--- config.mk ---
export PLATFORM = sky130hd
export DESIGN_NAME = pipe_ctrl_unit
export DESIGN_NICKNAME = d
export VERILOG_FILES = /design/src/rtl/pipe_ctrl_unit.sv
export SDC_FILE = /design/constraint.sdc
export NUM_CORES = 1
export LEC_CHECK = 0
export CAP_MARGIN = 10
export CORE_AREA = 2 2 71 73
export CTS_CLUSTER_DIAMETER = 200
export DETAILED_ROUTE_END_ITERATION = 10
export DIE_AREA = 0 0 73 75
export HOLD_SLACK_MARGIN = 0.02
export PLACE_DENSITY = 0.74
export SETUP_SLACK_MARGIN = 0.05
export SYNTH_ARGS = -nofsm -noshare
export SYNTH_HDL_FRONTEND = slang
export SYNTH_SLANG_ARGS = --single-unit
--- constraint.sdc ---
create_clock -name clk_i -period 1.9 [get_ports clk_i]
set_input_delay 0.38 -clock clk_i [delete_from_list [all_inputs] [get_ports clk_i]]
set_output_delay 0.38 -clock clk_i [all_outputs]
set_load 0.1 [all_outputs]
--- src/rtl/pipe_ctrl_unit.sv ---
// ID-stage control for the 5-stage MIPS-subset pipeline: decode, ID/EX control register,
// load-use stall and flush bubbles. Define PIPE_CTRL_JUMP_EN to decode j/jal.
module pipe_ctrl_unit #(
  parameter int REG_ADDR_W = 5,
  parameter int ALU_OP_W   = 3,
  parameter int CNT_W      = 16
) (
  input  logic                  clk_i,
  input  logic                  rst_i,
  input  logic [31:0]           instr_i,
  input  logic                  valid_i,
  input  logic                  branch_taken_i,
  output logic                  stall_o,
  output logic                  valid_o,
  output logic                  regwrite_o,
  output logic                  alusrc_o,
  output logic                  regdst_o,
  output logic                  branch_o,
  output logic                  memread_o,
  output logic                  memwrite_o,
  output logic                  memtoreg_o,
  output logic                  jump_o,
  output logic [ALU_OP_W-1:0]   alu_op_o,
  output logic [1:0]            branch_type_o,
  output logic [REG_ADDR_W-1:0] wr_reg_o,
  output logic                  illegal_o,
  output logic [CNT_W-1:0]      stall_cnt_o
);

  localparam logic [5:0] OP_R    = 6'b000000;
  localparam logic [5:0] OP_BEQ  = 6'b000100;
  localparam logic [5:0] OP_BNE  = 6'b000101;
  localparam logic [5:0] OP_BGT  = 6'b000111;
  localparam logic [5:0] OP_BGE  = 6'b000001;
  localparam logic [5:0] OP_ADDI = 6'b001000;
  localparam logic [5:0] OP_SLTI = 6'b001010;
  localparam logic [5:0] OP_LW   = 6'b100011;
  localparam logic [5:0] OP_SW   = 6'b101011;
`ifdef PIPE_CTRL_JUMP_EN
  localparam logic [5:0] OP_J    = 6'b000010;
  localparam logic [5:0] OP_JAL  = 6'b000011;
`endif

  typedef struct packed {
    logic                  valid;
    logic                  regwrite;
    logic                  alusrc;
    logic                  regdst;
    logic                  branch;
    logic                  memread;
    logic                  memwrite;
    logic                  memtoreg;
    logic                  jump;
    logic [ALU_OP_W-1:0]   alu_op;
    logic [1:0]            branch_type;
    logic [REG_ADDR_W-1:0] wr_reg;
  } ctrl_t;

  logic [5:0]            opcode_s;
  logic [REG_ADDR_W-1:0] rs_s;
  logic [REG_ADDR_W-1:0] rt_s;
  logic [REG_ADDR_W-1:0] rd_s;
  logic                  known_s;
  logic                  uses_rt_s;
  logic                  jal_s;
  logic                  stall_s;
  logic                  illegal_set_s;
  ctrl_t                 dec_s;
  ctrl_t                 idex_nxt_s;
  ctrl_t                 idex_r;
  logic                  illegal_r;
  logic [CNT_W-1:0]      stall_cnt_r;
  logic                  unused_bits_s;

  assign opcode_s = instr_i[31:26];
  assign rs_s     = instr_i[21 +: REG_ADDR_W];
  assign rt_s     = instr_i[16 +: REG_ADDR_W];
  assign rd_s     = instr_i[11 +: REG_ADDR_W];

  // Opcode decode into a full control bundle; unknown opcodes leave everything zero.
  always_comb begin
    dec_s     = '0;
    known_s   = 1'b0;
    uses_rt_s = 1'b0;
    jal_s     = 1'b0;
    case (opcode_s)
      OP_R: begin
        known_s = 1'b1; uses_rt_s = 1'b1;
        dec_s.regdst = 1'b1; dec_s.regwrite = 1'b1;
        dec_s.alu_op[1] = 1'b1; dec_s.branch_type = 2'b11;
      end
      OP_BEQ, OP_BNE, OP_BGT, OP_BGE: begin
        known_s = 1'b1; uses_rt_s = 1'b1;
        dec_s.branch = 1'b1; dec_s.alu_op[0] = 1'b1;
        case (opcode_s)
          OP_BEQ:  dec_s.branch_type = 2'b00;
          OP_BGT:  dec_s.branch_type = 2'b01;
          OP_BGE:  dec_s.branch_type = 2'b10;
          default: dec_s.branch_type = 2'b11;
        endcase
      end
      OP_ADDI: begin
        known_s = 1'b1;
        dec_s.alusrc = 1'b1; dec_s.regwrite = 1'b1; dec_s.branch_type = 2'b11;
      end
      OP_SLTI: begin
        known_s = 1'b1;
        dec_s.alusrc = 1'b1; dec_s.regwrite = 1'b1;
        dec_s.alu_op[2] = 1'b1; dec_s.branch_type = 2'b11;
      end
      OP_LW: begin
        known_s = 1'b1;
        dec_s.alusrc = 1'b1; dec_s.regwrite = 1'b1; dec_s.memread = 1'b1;
        dec_s.memtoreg = 1'b1; dec_s.branch_type = 2'b11;
      end
      OP_SW: begin
        known_s = 1'b1; uses_rt_s = 1'b1;
        dec_s.alusrc = 1'b1; dec_s.memwrite = 1'b1; dec_s.branch_type = 2'b11;
      end
`ifdef PIPE_CTRL_JUMP_EN
      OP_J: begin
        known_s = 1'b1;
        dec_s.jump = 1'b1; dec_s.branch_type = 2'b11;
      end
      OP_JAL: begin
        known_s = 1'b1; jal_s = 1'b1;
        dec_s.jump = 1'b1; dec_s.regwrite = 1'b1; dec_s.branch_type = 2'b11;
      end
`endif
      default: begin
        known_s = 1'b0;
      end
    endcase
    dec_s.valid = known_s;
    // jal links into the top register; non-writers carry register 0 so they never match a hazard
    if (!dec_s.regwrite) begin
      dec_s.wr_reg = '0;
    end else if (jal_s) begin
      dec_s.wr_reg = {REG_ADDR_W{1'b1}};
    end else if (dec_s.regdst) begin
      dec_s.wr_reg = rd_s;
    end else begin
      dec_s.wr_reg = rt_s;
    end
  end

  assign stall_s = valid_i & idex_r.valid & idex_r.memread & (idex_r.wr_reg != '0) &
                   ((idex_r.wr_reg == rs_s) | ((idex_r.wr_reg == rt_s) & uses_rt_s)) &
                   ~branch_taken_i;

  // Wrong-path (flushed) opcodes are not reported as illegal.
  assign illegal_set_s = valid_i & ~known_s & ~branch_taken_i & ~stall_s;

  // ID/EX load selection: flush, then stall, then empty slot, then decoded instruction.
  always_comb begin
    idex_nxt_s = '0;
    if (branch_taken_i) begin
      idex_nxt_s = '0;
    end else if (stall_s) begin
      idex_nxt_s = '0;
    end else if (!valid_i) begin
      idex_nxt_s = '0;
    end else if (!known_s) begin
      idex_nxt_s = '0;
    end else begin
      idex_nxt_s = dec_s;
    end
  end

  // ID/EX register, sticky illegal flag and saturating stall counter.
  always_ff @(posedge clk_i or negedge rst_i) begin
    if (!rst_i) begin
      idex_r      <= '0;
      illegal_r   <= 1'b0;
      stall_cnt_r <= '0;
    end else begin
      idex_r <= idex_nxt_s;
      if (illegal_set_s) begin
        illegal_r <= 1'b1;
      end
      if (stall_s && (stall_cnt_r != {CNT_W{1'b1}})) begin
        stall_cnt_r <= stall_cnt_r + {{(CNT_W-1){1'b0}}, 1'b1};
      end
    end
  end

  assign stall_o       = stall_s;
  assign valid_o       = idex_r.valid;
  assign regwrite_o    = idex_r.regwrite;
  assign alusrc_o      = idex_r.alusrc;
  assign regdst_o      = idex_r.regdst;
  assign branch_o      = idex_r.branch;
  assign memread_o     = idex_r.memread;
  assign memwrite_o    = idex_r.memwrite;
  assign memtoreg_o    = idex_r.memtoreg;
  assign alu_op_o      = idex_r.alu_op;
  assign branch_type_o = idex_r.branch_type;
  assign wr_reg_o      = idex_r.wr_reg;
  assign illegal_o     = illegal_r;
  assign stall_cnt_o   = stall_cnt_r;

`ifdef PIPE_CTRL_JUMP_EN
  assign jump_o        = idex_r.jump;
  assign unused_bits_s = ^instr_i[10:0];
`else
  assign jump_o        = 1'b0;
  assign unused_bits_s = ^{instr_i[10:0], idex_r.jump};
`endif

endmodule

# [Word-level counts from Yosys, hierarchy flattened]
# Cells that the tools add are included.
[word_totals] wordCells=64 reg_bits=35 inputBits=36 output_inout_bits=37
[op_classes] eq_ne=11 n_mux=17 add_sub_neg=1 n_bitwise=13 n_reduce_logical=9
[ops] cell="$mux W19" count=4
[ops] cell="$eq A6 B3 Y1 const B" count=3
[ops] cell="$add A16 B1 Y16 const B" count=1
[ops] cell="$ne A16 B16 Y1 const B" count=1
[ops] cell="$eq A6 B4 Y1 const B" count=2
[ops] cell="$eq A6 B6 Y1 const B" count=2
[ops] cell="$reduce_or A4 Y1" count=3
[ops] cell="$eq A5 B5 Y1" count=2
[ops] cell="$mux W5" count=2
[ops] cell="$and A1 B1 Y1" count=9
[ops] cell="$mux W1" count=9
[ops] cell="$reduce_or A9 Y1" count=1
[ops] cell="$eq A6 B1 Y1 const B" count=1
[ops] cell="$logic_not A6 Y1" count=1
[ops] cell="$pmux W2 S3" count=1
[ops] cell="$reduce_or A6 Y1" count=1
[ops] cell="$reduce_bool A5 Y1" count=1
[ops] cell="$reduce_or A5 Y1" count=1
[ops] cell="$pmux W2 S2" count=1
[ops] cell="$not A1 Y1" count=3
[ops] cell="$logic_and A1 B1 Y1" count=1
[ops] cell="$or A1 B1 Y1" count=1

# [Depth between registers and ports, before layout]
# Gate-level depths: netlist of the first run.
[depth] word_depth=9 depth_mapped=8

# [Worst setup path after synthesis of the first run]
# OpenSTA, ideal clock, no wires.
[synth_timing] kind="register to output" start="register idex_r (netlist bit wr_reg_o[4])" end="output stall_o" arrival_time_ns=3.712 t_required_ns=1.520 setup_slack_ns=-2.192 stages_incl_launch_ff=6 path_cell_list="dfrtp_1 xnor2_1 nand3_1 nor3_1 nor2_1 nor3_1"
[synth_via] elab_chain_len=5
[synth_rtl] element="start, declared" line="70" rtl="ctrl_t idex_r;"
[synth_rtl] element="start signal, assigned" line="177" rtl="idex_r <= idex_nxt_s;"
[synth_rtl] element="$eq A5 B5 Y1" line="148" rtl="((idex_r.wr_reg == rs_s) | ((idex_r.wr_reg == rt_s) & uses_rt_s)) &"
[synth_rtl] element="$and A1 B1 Y1" line="148"
[synth_rtl] element="$or A1 B1 Y1" line="148"
[synth_rtl] element="$and A1 B1 Y1 (*)" line="147" rtl="assign stall_s = valid_i & idex_r.valid & idex_r.memread & (idex_r.wr_reg != '0) &"
[synth_rtl] element="$and A1 B1 Y1 (*)" line="148"
[synth_rtl] element="end, declared" line="13" rtl="output logic stall_o,"
# Mark *: on every way between the ends. The rest lies on a longest branch, timed or not.

# [Worst setup path after layout of the first run]
[layout_timing] start="register idex_r (netlist bit wr_reg_o[3])" end="output stall_o"
# The elaborated chain is that of the path after synthesis.

==> summary.txt, run 1 <==
Final Hold Viols - 0
Clock transition at path regs - 0.07 ns
Hold Startpoint - instr_i[20]
worst hold path class - in2reg
Yosys warnings - 0
Static Leakage - 1.414 nW
Post-synth EDFFs - 0
main combinational cell family by area after synthesis - simple AND/OR/NAND/NOR gates
share of cells above drive strength 1 - 48.87%
post-synthesis async set-or-reset flop share - 100.0%
Top FF cell, synth - dfrtp_1
CORE AREA - 0.004661 sq mm
synthesized net count - 207
syn_area_per_cell - 10.04 sq um
DP HPWL - 3459 microns
pin count of the biggest net entering global routing - 33
Clk Latency, worst-skew pair - 0.29 ns
Setup Skew - 0.008849 ns
# diodes - 0
CP arrival - 1.86 ns
Area contributors post-synth - dfrtp_1, xnor2_1, xor2_1, nor3_1, nand4_1
failing checks - negative setup slack
Layout area overhead - 85.56%
CTS root buf - clkbuf_8
global-route wire length before repair - 7900 microns
final wirelength - 4730 microns
post-DR vias/cell - 5.122
htree depth - 2
final setup fails - 23
crit-path cells - or4_4 -> o2111ai_4 -> nor3_4 -> buf_12
share of the synthesized area in the top cell type - 46.92%
Total Nets Final - 302
multiplexer share of the synthesized area - 0.6598%
vias - 1639
Crit Path Class - reg2out
total power - 1.629 mW
Reg-to-Reg Start - wr_reg_o[3]$_DFF_PN0_
max-slew violations - 0
Routability Congestion - 0.8568
distinct cell type count of the synthesized netlist - 41
RSZ-0062 raised after global routing - true
Wirelength per Cell - 14.78 microns
Tcrit/Tclk final - 118.1%
GRT Util Overall - 18.90%
total grt overflow - 0
Data required, critical path - 1.52 ns
Die Ht - 75 microns
CTS Buf Count - 5
Syn Inst Count - 170
CP endpoint kind - output pin
Setup crit start kind - register
post-synth top area cell - dfrtp_1
Die W - 73 microns
Critical Path Max Stage Delay - 0.55 ns
complex-gate fraction of the synthesized area - 9.531%
die area - 0.005475 sq mm
sequential fraction of the synthesis area - 46.92%
PD cells - 514.3 mW/mm^2
most frequent cells after synthesis - dfrtp_1, xnor2_1, nor2_1
post-route setup slack - -0.3439 ns
slowest stage cell, crit path - or4_4
1st-iter DRT viols - 59
Hold Crit Depth - 3
Post-Place Setup Slack - -0.5532 ns
CTS tree - yes
row count - 25
maximum VDD drop - 0.0003561 V
DR pass1 iterations - 4
status - finished, violations left
Buffers on Ports - 60
adder-cell area share of the yosys netlist - 1.320%
initial antenna violation count - 0
Min-Delay Endpoint - wr_reg_o[4]$_DFF_PN0_
worst hold margin - 0.4282 ns
post-synthesis register bit count - 32
flop2flop setup slack - -0.25 ns
fmax - 0.4456 GHz
Cell Area, Synth - 0.001707 sq mm
fin crit period - 2.244 ns
vias in the first global route - 1646
RR Endpoint - stall_cnt_o[15]$_DFFE_PN0P_
max cap viols - 0
top-count cell post-synth - dfrtp_1
Simple-Gate Fraction of Synth Area - 24.78%
CTS Sinks - 32
Top Ports - 73
R2R cell count - 7
clock buffer depth - 2
Initial Utilization - 36.62%
remaining routing DRC violations - 0
Synth Area in XOR/XNOR - 12.83%
CP max FO - 4
ANT nets after route - 0
## what timing repair did
action / 4_1_cts / 5_1_grt
pin swaps: 9 / 2
resized for setup: 12 / 25
setup buffers: 2 / 0
hold endpoints to repair: 0 / 0
cloned: 1 / 0
hold buffers: 0 / 0
setup endpoints to repair: 33 / 33
## through the flow
stage                     area (sq um)  std cells  TNS [ns]  utilization, %
after floorplan                   1755        170    -5.231               -
after global placement            2874        309    -12.09           61.66
after detailed placement          2874        309    -14.14           61.66
after CTS                         3047        320    -4.695           65.37
after global routing              3167        320    -5.538           67.95
final                             3167        320    -3.709           67.95
## registers in the layout, indices dropped and copies added, names as in the netlist
register       count
wr_reg_o           5
memwrite_o         1
alu_op_o           3
memread_o          1
illegal_o          1
valid_o            1
alusrc_o           1
stall_cnt_o       16
branch_type_o      2
regwrite_o         1
## layout by cell type, fill, tap and decap left out, types with 2 or more instances in the layout
cell type,count
buf_4,43
buf_12,27
dfrtp_1,16
clkdlybuf4s50_1,14
xnor2_1,11
nor2_1,11
nand2_1,11
dfrtp_2,11
nand4_1,10
xor2_1,9
nor3_2,7
clkbuf_8,7
nor3_1,6
dlygate4sd2_1,6
xnor2_2,5
nor2_2,5
a22oi_1,5
dfrtp_4,5
nand3_1,4
nor2b_1,4
dlymetal6s2s_1,4
inv_1,3
a21oi_1,3
nand2b_1,2
nor3_4,2
nor4_2,2
o21ai_0,2
o21bai_1,2
and4_1,2
and3_1,2
buf_6,2
## layer usage
| layer | GRT usage (%) | vias to the layer above | wire length (microns) |
|---|---|---|---|
| li1 | - | 793 | - |
| met1 | 22.57 | 791 | 1831 |
| met2 | 33.63 | 48 | 2640 |
| met3 | 4.685 | 7 | 185 |
| met4 | 5.761 | 0 | 73 |
| met5 | 0 | - | 0 |
## critical path: cells and delay by family (launching register included)
family	cells	cell delay (ns)
compound gates	1	0.26
flops	1	0.50
simple gates	2	0.64
buf+inv	1	0.17
## report_power, final
part           total, mW  switching [mW]  internal [mW]  leakage [nW]
Clock              0.722           0.259          0.463        0.0645
Sequential         0.687         0.00289          0.684         0.413
Combinational      0.220           0.120         0.0998         0.937
## layout make-up
cell class,count,area (sq um)
fill,348,1494
timing repair buffer,96,1129
multi-input combinational,127,999.7
sequential,32,833.3
clock buffer,7,96.34
tap,54,67.56
clock inverter,1,30.03
inverter,3,11.26
## how the worst max path moves through the flow
stage	slack [ns]	start	endpoint
CTS	-0.34	wr_reg_o[3]$_DFF_PN0_	stall_o
detailed placement	-0.55	instr_i[31]	memwrite_o$_DFF_PN0_
floorplan	-0.51	wr_reg_o[0]$_DFF_PN0_	stall_o
finish	-0.34	wr_reg_o[3]$_DFF_PN0_	stall_o
global placement	-0.50	instr_i[31]	stall_o
global route	-0.39	wr_reg_o[1]$_DFF_PN0_	stall_o
## kinds of logic (layout without fill, tap and decap cells)
kind of cell / after synthesis / in the layout
AO/OA/AOI/OAI: 19 / 20
flip-flops: 32 / 32
multiplexers: 1 / 1
buffers and inverters: 12 / 107
other: 1 / 1
adder cells (fa/ha/maj): 2 / 2
XOR/XNOR: 25 / 25
AND/OR/NAND/NOR: 78 / 78
(Power assumes the default switching activity.)
==> run 2, diff against run 1 <==
- SETUP_SLACK_MARGIN: 0.05 -> 0.1
==> summary.txt, run 2 (synthesized netlist as in run 1, its figures left out) <==
# fillers - 348
htree depth - 2
failing checks - negative setup slack
1st-iter DRT viols - 59
Final Hold Viols - 0
internal power - 1.246 mW
share of cells above drive strength 1 - 48.87%
remaining routing DRC violations - 0
fin crit period - 2.244 ns
Non-Filler Instances - 320
Setup crit start kind - register
Wirelength per Cell - 14.78 microns
Hold Crit Depth - 3
max cap viols - 0
Die W - 73 microns
ANT nets after route - 0
most common cell after layout, fill and taps aside - buf_4
die area - 0.005475 sq mm
Hold Startpoint - instr_i[20]
most frequent cells in the layout - buf_4, buf_12, dfrtp_1
CP max FO - 4
DR pass1 iterations - 4
GRT Util Overall - 18.90%
Initial Utilization - 36.62%
Routability Congestion - 0.8568
worst hold path class - in2reg
RSZ-0062 raised after global routing - true
Setup Skew - 0.008849 ns
post-route setup slack - -0.3439 ns
status - finished, violations left
PD cells - 514.3 mW/mm^2
CP endpoint kind - output pin
placed cells - 309
total grt overflow - 0
initial antenna violation count - 0
maximum VDD drop - 0.0003561 V
Fin Setup TNS - -3.709 ns
Clock transition at path regs - 0.07 ns
R2R cell count - 7
CP arrival - 1.86 ns
Die Ht - 75 microns
Top Ports - 73
clock buffer depth - 2
Tcrit/Tclk final - 118.1%
max-slew violations - 0
flop2flop setup slack - -0.25 ns
RR Endpoint - stall_cnt_o[15]$_DFFE_PN0P_
Layout area overhead - 85.56%
final setup fails - 23
Logic pwr share - 13.5%
sequential share of power - 42.2%
Buffers on Ports - 60
Clock power frac - 44.3%
Min-Delay Endpoint - wr_reg_o[4]$_DFF_PN0_
CTS Sinks - 32
Total Nets Final - 302
CTS root buf - clkbuf_8
total power - 1.629 mW
# diodes - 0
Reg-to-Reg Start - wr_reg_o[3]$_DFF_PN0_
CTS Buf Count - 5
final wirelength - 4730 microns
pin count of the biggest net entering global routing - 33
CTS tree - yes
Clk Latency, worst-skew pair - 0.29 ns
vias - 1639
Static Leakage - 1.414 nW
CTS Hold Bufs - 0
max reg flops - 16
fmax - 0.4456 GHz
post-DR vias/cell - 5.122
global-route wire length before repair - 7900 microns
Switching Fraction - 23.46%
vias in the first global route - 1646
switching power - 382.1 uW
row count - 25
Data required, critical path - 1.52 ns
Post-Place Setup Slack - -0.5532 ns
DP HPWL - 3459 microns
Crit Path Class - reg2out
CORE AREA - 0.004661 sq mm
-- run 2: cell counts in the layout (fill, tap and decap cells not counted) --
No cell type changed its count.
-- run 2: power by group through the flow --
| stage | Clock, mW | Sequential, mW | Combinational [mW] |
|---|---|---|---|
| 2_1_floorplan | 0 | 0.720 | 0.0697 |
| 3_3_place_gp | 0 | 0.700 | 0.204 |
| 3_5_place_dp | 0 | 0.700 | 0.208 |
| 4_1_cts | 0.731 | 0.687 | 0.212 |
| 5_1_grt | 0.767 | 0.687 | 0.236 |
| 6_report | 0.722 | 0.687 | 0.220 |
-- run 2: what timing repair did --
action | CTS | global route
gates resized for setup | 12 | 25
setup endpoints to repair | 33 | 33
pin swaps | 9 | 2
buffers inserted | 2 | 0
cloned | 1 | 0
-- run 2: worst max-delay path by stage --
stage	depth (start not counted)	end	slack, ns	start
6_report	4	stall_o	-0.34	wr_reg_o[3]$_DFF_PN0_
5_1_grt	6	stall_o	-0.39	wr_reg_o[1]$_DFF_PN0_
3_3_place_gp	7	stall_o	-0.50	instr_i[31]
2_1_floorplan	5	stall_o	-0.51	wr_reg_o[0]$_DFF_PN0_
3_5_place_dp	7	memwrite_o$_DFF_PN0_	-0.55	instr_i[31]
4_1_cts	4	stall_o	-0.34	wr_reg_o[3]$_DFF_PN0_
-- run 2: stage by stage --
step | hold WS, ns | instance area [sq um] | utilization, %
after CTS | 0.5067 | 3047 | 65.37
after detailed placement | 0.5255 | 2874 | 61.66
final | 0.4282 | 3167 | 67.95
after global placement | 0.5103 | 2874 | 61.66
after global routing | 0.4534 | 3167 | 67.95
after floorplan | 0.08441 | 1755 | -
-- run 2: area by class of cell --
type                            instances  area, sq um  area share (%)
Sequential cell                        32        833.3           26.31
Tap cell                               54        67.56           2.134
Clock inverter                          1        30.03          0.9482
Multi-Input combinational cell        127        999.7           31.57
Inverter                                3        11.26          0.3556
Clock buffer                            7        96.34           3.042
Timing Repair Buffer                   96         1129           35.64
-- run 2: metal layers --
layer / vias up / part of all wire [%] / track usage (%)
met3: 7 / 3.9 / 4.685
met2: 48 / 56 / 33.63
met4: 0 / 1.5 / 5.761
met5: - / 0 / 0
met1: 791 / 39 / 22.57
li1: 793 / - / -
-- run 2: worst max-delay path, stage by stage, from the launching register on --
cell and delay [ns]:
dfrtp_4 0.50, or4_4 0.55, o2111ai_4 0.26, nor3_4 0.09, buf_12 0.17
